## src/rtl/ppl_pixel_sink_if.sv

```systemverilog
// rtl/ppl_pixel_sink_if.sv - pixel-in, texture ROM and framebuffer write signal bundle
interface ppl_pixel_sink_if;
    logic        in_valid;
    logic [19:0] in_pixel_addr;
    logic [12:0] in_texture_addr;
    logic [12:0] tex_addr;
    logic [15:0] tex_data;
    logic        fb_wr_en;
    logic        fb_wr_ready;
    logic [19:0] fb_wr_addr;
    logic [15:0] fb_wr_data;

    modport slave (
        input  in_valid, in_pixel_addr, in_texture_addr, tex_data, fb_wr_ready,
        output tex_addr, fb_wr_en, fb_wr_addr, fb_wr_data
    );

    modport master (
        output in_valid, in_pixel_addr, in_texture_addr, tex_data, fb_wr_ready,
        input  tex_addr, fb_wr_en, fb_wr_addr, fb_wr_data
    );
endinterface

```

## src/rtl/ppl_pixel_sink.sv

```systemverilog
// rtl/ppl_pixel_sink.sv - texel fetch, pixel FIFO and framebuffer drain with frame accounting
module ppl_pixel_sink #(
    parameter int H_DISP     = 1280,
    parameter int V_DISP     = 720,
    parameter int FIFO_DEPTH = 16
) (
    input  logic                          clk_ppl,
    input  logic                          rst,
    ppl_pixel_sink_if.slave               pix,
    output logic [$clog2(FIFO_DEPTH):0]   fifo_level,
    output logic                          overflow,
    output logic                          frame_done,
    output logic [7:0]                    frame_cnt
);
    localparam int AW = $clog2(FIFO_DEPTH);
    localparam logic [20:0] NUM_PIX   = 21'(H_DISP * V_DISP);
    localparam logic [19:0] LAST_ADDR = 20'(H_DISP * V_DISP - 1);

    logic        s1_valid;
    logic [19:0] s1_addr;

    logic [35:0] mem [FIFO_DEPTH];
    logic [AW:0] wr_ptr;
    logic [AW:0] rd_ptr;
    logic        full;
    logic        empty;
    logic        push;
    logic        pop;
    logic [35:0] head;

    assign pix.tex_addr = pix.in_texture_addr;

    always_ff @(posedge clk_ppl) begin
        if (!rst) begin
            s1_valid <= 1'b0;
            s1_addr  <= '0;
        end else begin
            s1_valid <= pix.in_valid && ({1'b0, pix.in_pixel_addr} < NUM_PIX);
            s1_addr  <= pix.in_pixel_addr;
        end
    end

    assign empty = (wr_ptr == rd_ptr);
    assign full  = (wr_ptr[AW] != rd_ptr[AW]) && (wr_ptr[AW-1:0] == rd_ptr[AW-1:0]);
    assign pop   = !empty && pix.fb_wr_ready;
    // When full, a same-cycle pop frees the slot this push overwrites; the read port sees the old word.
    assign push  = s1_valid && (!full || pop);

    assign head           = mem[rd_ptr[AW-1:0]];
    assign pix.fb_wr_en   = !empty;
    assign pix.fb_wr_addr = empty ? 20'd0 : head[35:16];
    assign pix.fb_wr_data = empty ? 16'd0 : head[15:0];
    assign fifo_level     = wr_ptr - rd_ptr;

    always_ff @(posedge clk_ppl) begin
        if (push) begin
            mem[wr_ptr[AW-1:0]] <= {s1_addr, pix.tex_data};
        end
    end

    always_ff @(posedge clk_ppl) begin
        if (!rst) begin
            wr_ptr     <= '0;
            rd_ptr     <= '0;
            overflow   <= 1'b0;
            frame_done <= 1'b0;
            frame_cnt  <= 8'd0;
        end else begin
            if (push) begin
                wr_ptr <= wr_ptr + 1'b1;
            end
            if (pop) begin
                rd_ptr <= rd_ptr + 1'b1;
            end
            if (s1_valid && !push) begin
                overflow <= 1'b1;
            end
            frame_done <= pop && (pix.fb_wr_addr == LAST_ADDR);
            if (pop && (pix.fb_wr_addr == LAST_ADDR)) begin
                frame_cnt <= frame_cnt + 8'd1;
            end
        end
    end
endmodule

```

## src/flat_wrapper.sv

```systemverilog
// flat-port wrapper written by rule: the top's interface ports become plain ports
module ppl_pixel_sink_flat 
#(
    parameter int H_DISP     = 1280,
    parameter int V_DISP     = 720,
    parameter int FIFO_DEPTH = 16
)
  (clk_ppl, rst, fifo_level, overflow, frame_done, frame_cnt, pix_in_valid, pix_in_pixel_addr, pix_in_texture_addr, pix_tex_data, pix_fb_wr_ready, pix_tex_addr, pix_fb_wr_en, pix_fb_wr_addr, pix_fb_wr_data);
  ppl_pixel_sink_if pix_i ();
  input  logic clk_ppl;
  input  logic rst;
  output logic [$clog2(FIFO_DEPTH):0] fifo_level;
  output logic overflow;
  output logic frame_done;
  output logic [7:0] frame_cnt;
  input wire logic [$bits(pix_i.in_valid)-1:0] pix_in_valid;
  input wire logic [$bits(pix_i.in_pixel_addr)-1:0] pix_in_pixel_addr;
  input wire logic [$bits(pix_i.in_texture_addr)-1:0] pix_in_texture_addr;
  input wire logic [$bits(pix_i.tex_data)-1:0] pix_tex_data;
  input wire logic [$bits(pix_i.fb_wr_ready)-1:0] pix_fb_wr_ready;
  output wire logic [$bits(pix_i.tex_addr)-1:0] pix_tex_addr;
  output wire logic [$bits(pix_i.fb_wr_en)-1:0] pix_fb_wr_en;
  output wire logic [$bits(pix_i.fb_wr_addr)-1:0] pix_fb_wr_addr;
  output wire logic [$bits(pix_i.fb_wr_data)-1:0] pix_fb_wr_data;
  assign pix_i.in_valid = pix_in_valid;
  assign pix_i.in_pixel_addr = pix_in_pixel_addr;
  assign pix_i.in_texture_addr = pix_in_texture_addr;
  assign pix_i.tex_data = pix_tex_data;
  assign pix_i.fb_wr_ready = pix_fb_wr_ready;
  assign pix_tex_addr = pix_i.tex_addr;
  assign pix_fb_wr_en = pix_i.fb_wr_en;
  assign pix_fb_wr_addr = pix_i.fb_wr_addr;
  assign pix_fb_wr_data = pix_i.fb_wr_data;
  ppl_pixel_sink #(.H_DISP(H_DISP), .V_DISP(V_DISP), .FIFO_DEPTH(FIFO_DEPTH)) u_core (.clk_ppl(clk_ppl), .rst(rst), .pix(pix_i), .fifo_level(fifo_level), .overflow(overflow), .frame_done(frame_done), .frame_cnt(frame_cnt));
endmodule
```

## config.mk

```make
export PLATFORM = sky130hd
export DESIGN_NAME = ppl_pixel_sink_flat
export DESIGN_NICKNAME = d
export VERILOG_FILES = /design/src/rtl/ppl_pixel_sink_if.sv /design/src/rtl/ppl_pixel_sink.sv /design/src/flat_wrapper.sv
export SDC_FILE = /design/constraint.sdc
export NUM_CORES = 1
export LEC_CHECK = 0
export CORE_ASPECT_RATIO = 1.2
export CORE_MARGIN = 4
export CORE_UTILIZATION = 40
export CTS_BUF_LIST = sky130_fd_sc_hd__clkbuf_4
export DETAILED_ROUTE_END_ITERATION = 12
export DONT_BUFFER_PORTS = 1
export PLACE_DENSITY_LB_ADDON = 0.08
export SETUP_SLACK_MARGIN = 0.2
export SKIP_CTS_REPAIR_TIMING = 1
export SLEW_MARGIN = 0
export SYNTH_ARGS = -nofsm -noshare
export SYNTH_HDL_FRONTEND = slang
export SYNTH_SLANG_ARGS = --single-unit
```

## constraint.sdc

```tcl
create_clock -name clk_ppl -period 5.7 [get_ports clk_ppl]
set_clock_uncertainty 0.15 [all_clocks]
set_input_delay 1.425 -clock clk_ppl [delete_from_list [all_inputs] [get_ports clk_ppl]]
set_output_delay 1.425 -clock clk_ppl [all_outputs]
set_load 0.02 [all_outputs]
```

# [Word level (Yosys, flattened, before mapping)]
# Memory sizes are Yosys's and may differ from the RTL's. A register that Yosys moved wholly into a read port is not among the register bits.
# Cells that the tools add are included.
# W data, S select, Z words.
[word_totals] ram_bits=576 mem_count=1 word_cells=33 input_bits=53 regBits=41 output_inout_bits=65
[op_classes] reduce_logical=10 muxes=6 order_cmp=1 eq_ne=4 addsub=4
[mem_list] name="u_core.mem" words=16 word_bits=36 rd=1 rd_ports_with_merged_regs=1 write_ports=1 line_no="ppl_pixel_sink.sv:22" source="logic [35:0] mem [FIFO_DEPTH];"
[ops] cell="$eq A20 B20 Y1 const B" count=1
[ops] cell="$lt A20 B20 Y1 const B" count=1
[ops] cell="$mux W20" count=1
[ops] cell="$mux W16" count=1
[ops] cell="$add A5 B1 Y5 const B" count=2
[ops] cell="$add A8 B1 Y8 const B" count=1
[ops] cell="$mux W4" count=2
[ops] cell="$logic_and A1 B1 Y1" count=6
[ops] cell="$eq A5 B5 Y1" count=1
[ops] cell="$sub A5 B5 Y5" count=1
[ops] cell="$eq A4 B4 Y1" count=1
[ops] cell="$logic_not A1 Y1" count=3
[ops] cell="$mux W1" count=2
[ops] cell="$logic_or A1 B1 Y1" count=1
[ops] cell="$ne A1 B1 Y1" count=1

# [Depth between registers and ports, before layout]
# Gate-level depths: netlist (run 1).
[logic_depth] ltp_word=7 depth_mapped=13 ltp_nobuf=10

# [Worst setup path before layout (run 1)]
# OpenSTA, ideal clock, no wires.
[synth_path] kind="input to register" from="input port pix_fb_wr_ready" to="memory u_core.mem[3][0], enable pin" required_time_ns=5.076 cell_stages=5 arrival_ns=4.474 path_buffers=1 setup_time_ns=0.474 setup_slack_ns=0.602 path_cell_list="nor3_1 > nor2b_1 > clkbuf_1 > nand2_1 > nor3_1"
[synth_between] elab_chain_cells=5
[synth_rtl] item="start: declaration" line_no="flat_wrapper.sv:20" source="input wire logic [$bits(pix_i.fb_wr_ready)-1:0] pix_fb_wr_ready;"
[synth_rtl] item="$logic_and A1 B1 Y1" line_no="ppl_pixel_sink.sv:45" source="assign pop = !empty && pix.fb_wr_ready;"
[synth_rtl] item="$logic_or A1 B1 Y1" line_no="ppl_pixel_sink.sv:47" source="assign push = s1_valid && (!full || pop);"
[synth_rtl] item="$logic_and A1 B1 Y1" line_no="ppl_pixel_sink.sv:47"
[synth_rtl] item="$mux W1" line_no="ppl_pixel_sink.sv:56" source="if (push) begin"
[synth_rtl] item="$mux W1 (implied by the code)" line_no="ppl_pixel_sink.sv:57" source="mem[wr_ptr[AW-1:0]] <= {s1_addr, pix.tex_data};"
[synth_rtl] item="end: declaration" line_no="ppl_pixel_sink.sv:22"
# No other way between the ends.

==> results of run 1 <==
worst max-delay path, cell delays in order, from the launching register on:
cell     delay (ps)
dfxtp_4         870
buf_12          440
mux4_2          550
mux4_2          520
and2_1          260
through the flow:
| stage | instance area, um2 | utilization | setup WS [ps] |
|---|---|---|---|
| floorplan | 23900 | - | 602 |
| global placement | 24900 | 0.424 | 1320 |
| detailed placement | 24900 | 0.424 | 1330 |
| CTS | 27000 | 0.460 | 267 |
| global route | 27000 | 0.460 | 212 |
| finish | 27000 | 0.460 | 528 |
power groups by stage:
stage,sequential [mW],clock [mW],combinational [mW]
after CTS,5.10,4.03,0.874
after floorplan,5.13,0,0.730
after global routing,5.10,4.30,0.912
final,5.09,3.88,0.847
after detailed placement,5.20,0,0.873
after global placement,5.19,0,0.874
area by class of cell:
class,instances,area (um2)
sequential,621,18200
tap,792,991
timing repair buffer,37,340
inverter,13,48.8
clock buffer,253,1900
clock inverter,32,215
multi-input combinational,411,5330
fill,5129,31700
antenna,2,5.00
layout by cell type (no fill, tap or decap), types with 8 or more instances in the layout:
| cell | instances |
|---|---|
| a22oi_1 | 16 |
| a21oi_1 | 18 |
| nand4_1 | 10 |
| mux2i_1 | 14 |
| ha_1 | 10 |
| buf_4 | 32 |
| a22o_1 | 8 |
| mux4_2 | 157 |
| xnor2_1 | 9 |
| edfxtp_1 | 576 |
| clkinv_1 | 21 |
| nand2_1 | 23 |
| and2_1 | 42 |
| clkbuf_4 | 253 |
| dfxtp_1 | 41 |
| nor2_4 | 12 |
| inv_1 | 11 |
| nor2_1 | 25 |
routing by layer:
metal	part of all wire	vias to the layer above	global-route usage	wire, um
li1	-	4968	-	-
met1	0.42	6111	0.235	24100
met2	0.51	360	0.308	29000
met5	0	-	0	0
met4	0.021	0	0.0638	1190
met3	0.051	104	0.0494	2940
registers in the layout (all words and copies together), names as in the netlist, named ones only:
signal             count
u_core.frame_cnt       8
u_core.s1_addr        20
u_core.s1_valid        1
u_core.overflow        1
u_core.frame_done      1
u_core.mem           576
u_core.wr_ptr          5
u_core.rd_ptr          5
worst paths after layout:
| path | endpoint | slack, ps |
|---|---|---|
| max | pix_fb_wr_data[11] | 530 |
| min | u_core.overflow | 360 |
| max reg2reg | u_core.frame_cnt[3] | 1610 |
| min reg2reg | u_core.overflow | 360 |
synth_stat cells (4+ instances only):
master,instances,area share
a21oi_1,18,0.0038
a22o_1,8,0.0029
a22oi_1,16,0.0050
and2_1,42,0.011
buf_1,4,0.00063
buf_2,14,0.0029
buf_4,16,0.0050
buf_6,7,0.0033
clkbuf_1,28,0.0044
dfxtp_1,45,0.038
edfxtp_1,576,0.72
ha_1,10,0.0052
inv_1,12,0.0019
mux2_2,4,0.0019
mux2i_1,14,0.0059
mux4_2,157,0.15
nand2_1,23,0.0036
nand2b_1,6,0.0016
nand3_1,6,0.0013
nand4_1,10,0.0026
nor2_1,38,0.0060
nor3_1,7,0.0015
o31ai_1,5,0.0016
or4_1,6,0.0019
xnor2_1,9,0.0033
xor2_1,4,0.0015
cell families (layout without fill, tap and decap cells):
| family | count (synthesis) | after routing |
|---|---|---|
| flip-flops | 621 | 621 |
| adder cells (fa/ha/maj) | 11 | 11 |
| other | 0 | 2 |
| multiplexers | 175 | 175 |
| AND/OR/NAND/NOR | 150 | 150 |
| buffers and inverters | 83 | 335 |
| AO/OA/AOI/OAI | 62 | 62 |
| XOR/XNOR | 13 | 13 |
==> results.toml, run 1 <==
[global_route]
grt_pass1_vias = 12800
grt_overflow = 0
grt_pass1_wl_um = 84300
grt_max_degree = 50
grt_util_all_layers = 0.184
antenna_found_initial = 3

[hold_path]
worstHoldStart = "u_core.s1_valid"
min_path_cells = 2
hp-class = "reg -> reg"

[cells_and_area]
fin_cells = 2161
nets = 1307
syn2layout_area_growth_pct = 13.3
drive_above_1_share = 0.357

[pwr]
internal-power_mw = 7.54
fin_total_pwr_mw = 9.82
p_sw_mw = 2.28
p_seq_frac = 0.519
power_frac_comb = 0.086
vdd.ir_drop.worst_v = 0.000178
powerDensity_nw_per_um2 = 363
swShare = 0.232
p_leak_nw = 8.52
p_clk_frac = 0.395

[die]
pin_count = 118
die_h_um = 276
num_rows = 97
start_util = 0.406
die_area_um2 = 63700
die-width_um = 231
core_region_area_um2 = 58700

[drt]
wire_per_inst_um = 26.5
viasPerCell = 5.34
route.detailed.drc = 0
wirelength_um = 57300
dr.pass1.iters = 6
ant_nets = 0
num_vias = 11500
dr.first_iter.drc_count = 732

[sta]
finalCriticalPeriod_ps = 5170
hold_viol = 0
min_period_over_period = 0.907
fin_setup_tns_ps = 0
finalMaxSlewViolations = 0
maxSlewHeadroom = 0.228
worst_pin_slew_ps = 1150
clock.fmax_mhz = 193
rsz0062_at_grt = "false"
setup_violations = 0
hold-worst-slack_ps = 363

[synthesis]
synth-xor-area-share = 0.00477
synth_fa_ha_area_frac = 0.00608
synthMuxAreaShare = 0.156
synth_edf_count = 576
syn_nets = 1179
synth_top_family_by_area = "multiplexers"
synth_compound_area_frac = 0.0188
yosys_warnings = 0
syn_inst = 1115
syn_area_um2 = 23900
synth_flop_cell = "edfxtp_1"
synth_simple_gate_area_frac = 0.0330
synth_seq_area_share = 0.762
async_reset_ff_frac = 0
synth-seq-cells = 621
postSynthAreaPerCell_um2 = 21.4
ys_types = 47

[setup_path]
crit_arrival_ps = 3600
crit_required_ps = 4120
crit_path_max_fanout = 49
worstSetupPathType = "reg -> out"
worstSetupEndpointType = "output port"
start_kind = "flip-flop"
ff2ff_path_depth = 7

[placed_design]
io_buffers = 0
dp_cells = 1874
dp_hpwl_um = 29700
routabilityCongestion = 0.697

[status]
status = "finished, final reports clean"

[flow_run]
cap_violations = 0

[clock_network]
clock_latency_ps = 950
cts_inserted_buffers = 159
cts_tree = "yes"
cts_max_level = 4
clkTransAtPathRegs_ps = 70
cts.sink_count = 621
cts-root-buf = "clkbuf_4"
clockBufferDepth = 3
(Power assumes the default switching activity.)
==> inputs of run 2 (changes only) <==
==> constraint.sdc (replaced) <==
create_clock -name clk_ppl -period 5 [get_ports clk_ppl]
set_clock_uncertainty 0.15 [all_clocks]
set_input_delay 1.25 -clock clk_ppl [delete_from_list [all_inputs] [get_ports clk_ppl]]
set_output_delay 1.25 -clock clk_ppl [all_outputs]
set_load 0.02 [all_outputs]
==> run 2 against run 1 <==
  * Register-to-register slack worse by 280 ps
  * Sequential power up 13%
  * Sequential share of layout area down 0.70 points
  * Largest cell class unchanged
  * Largest power group unchanged
==> results.toml, run 2 (synthesis results as in run 1) <==
[die]
die_h_um = 276
die-width_um = 231
pin_count = 118
die_area_um2 = 63700
start_util = 0.406
num_rows = 97
core_region_area_um2 = 58700

[global_route]
antenna_found_initial = 2
grt_pass1_wl_um = 83900
grt-busiest-layer = "met2"
grt_util_met2 = 0.312
grt_pass1_vias = 12500
grt_max_degree = 49
grt_util_all_layers = 0.185
use_met3 = 0.0559
use_met1 = 0.232
grt_overflow = 0

[setup_path]
reg2reg_from = "u_core.rd_ptr[1]"
worstSetupPathType = "reg -> out"
start_kind = "flip-flop"
crit_required_ps = 3600
crit_path_max_fanout = 16
rrSetupSlack_ps = 1330
ff2ff_path_depth = 12
crit_arrival_ps = 3120
worstSetupEndpointType = "output port"
cp-startpoint = "u_core.wr_ptr[0]"
r2r_end = "u_core.frame_cnt[3]"

[cells_and_area]
drive_above_1_share = 0.360
largest_register_ffs = 576
fin_util = 0.465
layout_common_cells = "edfxtp_1, clkbuf_4, mux4_2"
layout_commonest_cell = "edfxtp_1"
syn2layout_area_growth_pct = 14.5
nets = 1328

[clock_network]
cts.sink_count = 621
cts_tree = "yes"
cts-root-buf = "clkbuf_4"
clockBufferDepth = 3
clock_latency_ps = 960
clkTransAtPathRegs_ps = 70
cts_max_level = 4
cts_inserted_buffers = 160

[drt]
wire_per_inst_um = 26.5
num_vias = 11600
dr.first_iter.drc_count = 931
viasPerCell = 5.30
ant_nets = 0
route.detailed.drc = 0
dr.pass1.iters = 5
wirelength_um = 57700

[hold_path]
hp-class = "in -> reg"
worstHoldStart = "pix_tex_data[8]"
min_path_cells = 0
hold_path_end = "u_core.mem[4][8]"

[placed_design]
routabilityCongestion = 0.694
io_buffers = 0
dp_hpwl_um = 30200

[status]
status = "finished, final reports clean"

[sta]
min_period_over_period = 0.903
clock.fmax_mhz = 221
maxSlewHeadroom = 0.426
worst_pin_slew_ps = 860
rsz0062_at_grt = "false"
finalMaxSlewViolations = 0
hold_viol = 0
fin_setup_tns_ps = 0
finalCriticalPeriod_ps = 4520
setup_violations = 0

[pwr]
fin_total_pwr_mw = 11.3
vdd.ir_drop.worst_v = 0.000164
powerDensity_nw_per_um2 = 413
p_leak_nw = 8.64

[flow_run]
cap_violations = 0
## run 2: cell types whose count changed in the layout (fill, tap and decap cells not counted), sizes merged
cell and delta:
clkinvlp -2, bufinv +2, inv +2, clkinv +13
buf +20, clkbuf -17
## run 2: how the worst max path moves through the flow
stage / end / depth (start not counted)
after floorplan: u_core.mem[1][0] / 5
after CTS: pix_fb_wr_data[0] / 4
after global placement: pix_fb_wr_data[0] / 4
after global routing: pix_fb_wr_addr[17] / 10
after detailed placement: pix_fb_wr_data[0] / 4
final: pix_fb_wr_addr[17] / 10
## run 2: routing by layer
metal | up-vias | wire [um]
met5 | - | 0
met1 | 6082 | 24000
met3 | 96 | 3460
met2 | 359 | 29300
met4 | 0 | 964
li1 | 5014 | -
## run 2: layout make-up
class / instances / area (um2)
fill: 5069 / 31400
timing repair buffer: 57 / 634
clock inverter: 47 / 322
inverter: 13 / 48.8
sequential: 621 / 18200
antenna: 2 / 5.00
clock buffer: 236 / 1770
multi-input combinational: 411 / 5340
tap: 792 / 991
## run 2: critical path: stages, from the launching register on
cell	delay, ps
dfxtp_1	420
inv_1	120
ha_1	320
nand4_1	160
nor2_2	180
buf_6	240
inv_1	90
buf_4	210
nand4_1	130
nand2_1	140
buf_4	190
## run 2: stage by stage
stage	instance area (um2)	hold slack (ps)	setup slack (ps)	instances
global placement	25100	315	1020	1887
global route	27300	98.2	183	2179
floorplan	23900	299	111	1115
CTS	27200	87.8	-82.1	2170
detailed placement	25100	321	1010	1887
finish	27300	230	484	2179
## run 2: power breakdown
group          switching (mW)  internal, mW  total, mW  leakage (nW)
Sequential             0.0501          5.71       5.76          5.61
Clock                    2.01          2.42       4.43          1.25
Combinational           0.582         0.507       1.09          1.78
==> inputs of run 3 (changes only) <==
--- a/config.mk
+++ b/config.mk
@@ -7,7 +7,7 @@
 export LEC_CHECK = 0
 export CORE_ASPECT_RATIO = 1.2
 export CORE_MARGIN = 4
-export CORE_UTILIZATION = 40
+export CORE_UTILIZATION = 59
 export CTS_BUF_LIST = sky130_fd_sc_hd__clkbuf_4
 export DETAILED_ROUTE_END_ITERATION = 12
 export DONT_BUFFER_PORTS = 1
==> constraint.sdc (replaced) <==
create_clock -name clk_ppl -period 3.9 [get_ports clk_ppl]
set_clock_uncertainty 0.15 [all_clocks]
set_input_delay 0.975 -clock clk_ppl [delete_from_list [all_inputs] [get_ports clk_ppl]]
set_output_delay 0.975 -clock clk_ppl [all_outputs]
set_load 0.02 [all_outputs]
==> run 3 against run 2 <==
  * The flow now finishes with violations (negative setup slack)
  * Via count up 2.2%
  * Worst hold slack worse by 150 ps
  * Clock power increased by 13%
  * Critical path depth shrank 5
  * Non-clock buffer count grew 57
  * Register-to-register slack worse by 840 ps
  * Die area shrank 31%
  * Sequential cell count is the same
==> results.toml, run 3 (synthesis results as in run 1) <==
[status]
status = "complete, but fails checks"
violations = "negative setup slack"

[sta]
rsz0062_at_grt = "true"
worst_pin_slew_ps = 685
finalMaxSlewViolations = 0
hold-worst-slack_ps = 82.9
clock.fmax_mhz = 249
maxSlewHeadroom = 0.542
setup_ws_ps = -123
hold_viol = 0
min_period_over_period = 1.03
setup_violations = 26
finalCriticalPeriod_ps = 4020

[die]
num_rows = 80
start_util = 0.599
die_h_um = 228
die_area_um2 = 43700
core_region_area_um2 = 39800
pin_count = 118
die-width_um = 192

[setup_path]
crit_top_cell = "mux4_2"
start_kind = "flip-flop"
crit_buf_inv = 2
slowest_stage = "mux4_2"
worstSetupEndpointType = "output port"
worstSetupPathType = "reg -> out"
crit_arrival_ps = 2900
crit_required_ps = 2770
crit_family = "multiplexers"
crit_path_cell_trace = "buf_12 -> clkbuf_16 -> mux4_2 -> mux4_2 -> and2_4"
critPathMaxStageDelay_ps = 540
crit_path_max_fanout = 8

[cells_and_area]
fin_util = 0.693
nets = 1372
largest_register_ffs = 576
drive_above_1_share = 0.400
num-fill-cells = 2639
layout_common_cells = "edfxtp_1, clkbuf_4, mux4_2"
layout_commonest_cell = "edfxtp_1"
syn2layout_area_growth_pct = 15.7

[clock_network]
cts_tree = "yes"
cts-root-buf = "clkbuf_4"
cts.sink_count = 621
cts_inserted_buffers = 147
clockBufferDepth = 3
clkTransAtPathRegs_ps = 80
cts_max_level = 4
clock_latency_ps = 840

[pwr]
swShare = 0.231
p_seq_frac = 0.524
internal-power_mw = 10.8
powerDensity_nw_per_um2 = 511
power_frac_comb = 0.120
p_sw_mw = 3.26
p_leak_nw = 8.93
vdd.ir_drop.worst_v = 0.000416
p_clk_frac = 0.356

[flow_run]
cap_violations = 0

[placed_design]
dp_hpwl_um = 27400
routabilityCongestion = 0.743
io_buffers = 0

[drt]
dr.pass1.iters = 5
viasPerCell = 6.03
wirelength_um = 52200
num_vias = 11800
route.detailed.drc = 0
ant_nets = 0
wire_per_inst_um = 26.7
dr.first_iter.drc_count = 1097

[global_route]
grt_max_degree = 37
grt_pass1_wl_um = 75400
antenna_found_initial = 1
grt_pass1_vias = 12400
grt_util_all_layers = 0.237
grt_overflow = 0

[hold_path]
hp-class = "in -> reg"
[run 3: cell types whose count changed in the layout (fill, tap and decap cells not counted), moves of 6 or more]
cell       change
clkbuf_16      +7
and2_1        -10
clkbuf_4      -17
buf_12         +6
buf_4         +37
and2_4        +10
a22oi_2        +6
a22oi_1        -6
[run 3: final timing paths]
check / start / slack, ps / cells past startpoint / endpoint
setup reg to reg: flip-flop / 490 / 9 / u_core.frame_cnt[2]
setup / recovery: flip-flop / -120 / 5 / pix_fb_wr_addr[3]
hold reg to reg: u_core.s1_valid / 350 / 2 / u_core.overflow
hold / removal: pix_tex_data[14] / 80 / 0 / u_core.mem[14][14]
[run 3: power groups by stage]
stage | clock (mW) | sequential, mW | combinational, mW
floorplan | 0 | 7.50 | 1.08
global placement | 0 | 7.57 | 1.32
detailed placement | 0 | 7.57 | 1.33
CTS | 5.16 | 7.43 | 1.33
global route | 5.56 | 7.39 | 1.79
finish | 5.02 | 7.39 | 1.69
[run 3: cell type report]
| type | count | area [um2] | area share |
|---|---|---|---|
| clock buffer | 217 | 1630 | 0.0590 |
| timing repair buffer | 114 | 1340 | 0.0484 |
| antenna | 1 | 2.50 | 0.0000906 |
| sequential | 621 | 18200 | 0.660 |
| clock inverter | 47 | 216 | 0.00784 |
| inverter | 13 | 48.8 | 0.00177 |
| multi-input combinational | 411 | 5500 | 0.199 |
| tap | 533 | 667 | 0.0242 |
[run 3: metrics by stage]
stage          TNS, ps  total power [mW]  cells  area [um2]  setup WS, ps
5_1_grt          -4470              14.7   1957       27600          -201
3_3_place_gp         0              8.89   1644       25000           177
4_1_cts         -18630              13.9   1908       26800          -727
2_1_floorplan   -51430              8.58   1115       23900          -714
3_5_place_dp         0              8.90   1644       25000           175
6_report         -1370              14.1   1957       27600          -123
[run 3: worst reg2reg max path, delay by kind of cell, from the launching register on]
family | cells | cell delay [ps]
and+or+nand+nor | 3 | 1570
muxes | 2 | 610
buffers and inverters | 3 | 460
DFF | 1 | 400
AOI/OAI and AO/OA | 1 | 160
[run 3: layer usage]
layer | vias to the layer above | wire [um] | GRT usage
met5 | - | 0 | 0
met4 | 0 | 862 | 0.0721
met3 | 66 | 3170 | 0.0489
met2 | 435 | 27600 | 0.397
met1 | 6219 | 20600 | 0.319
li1 | 5082 | - | -
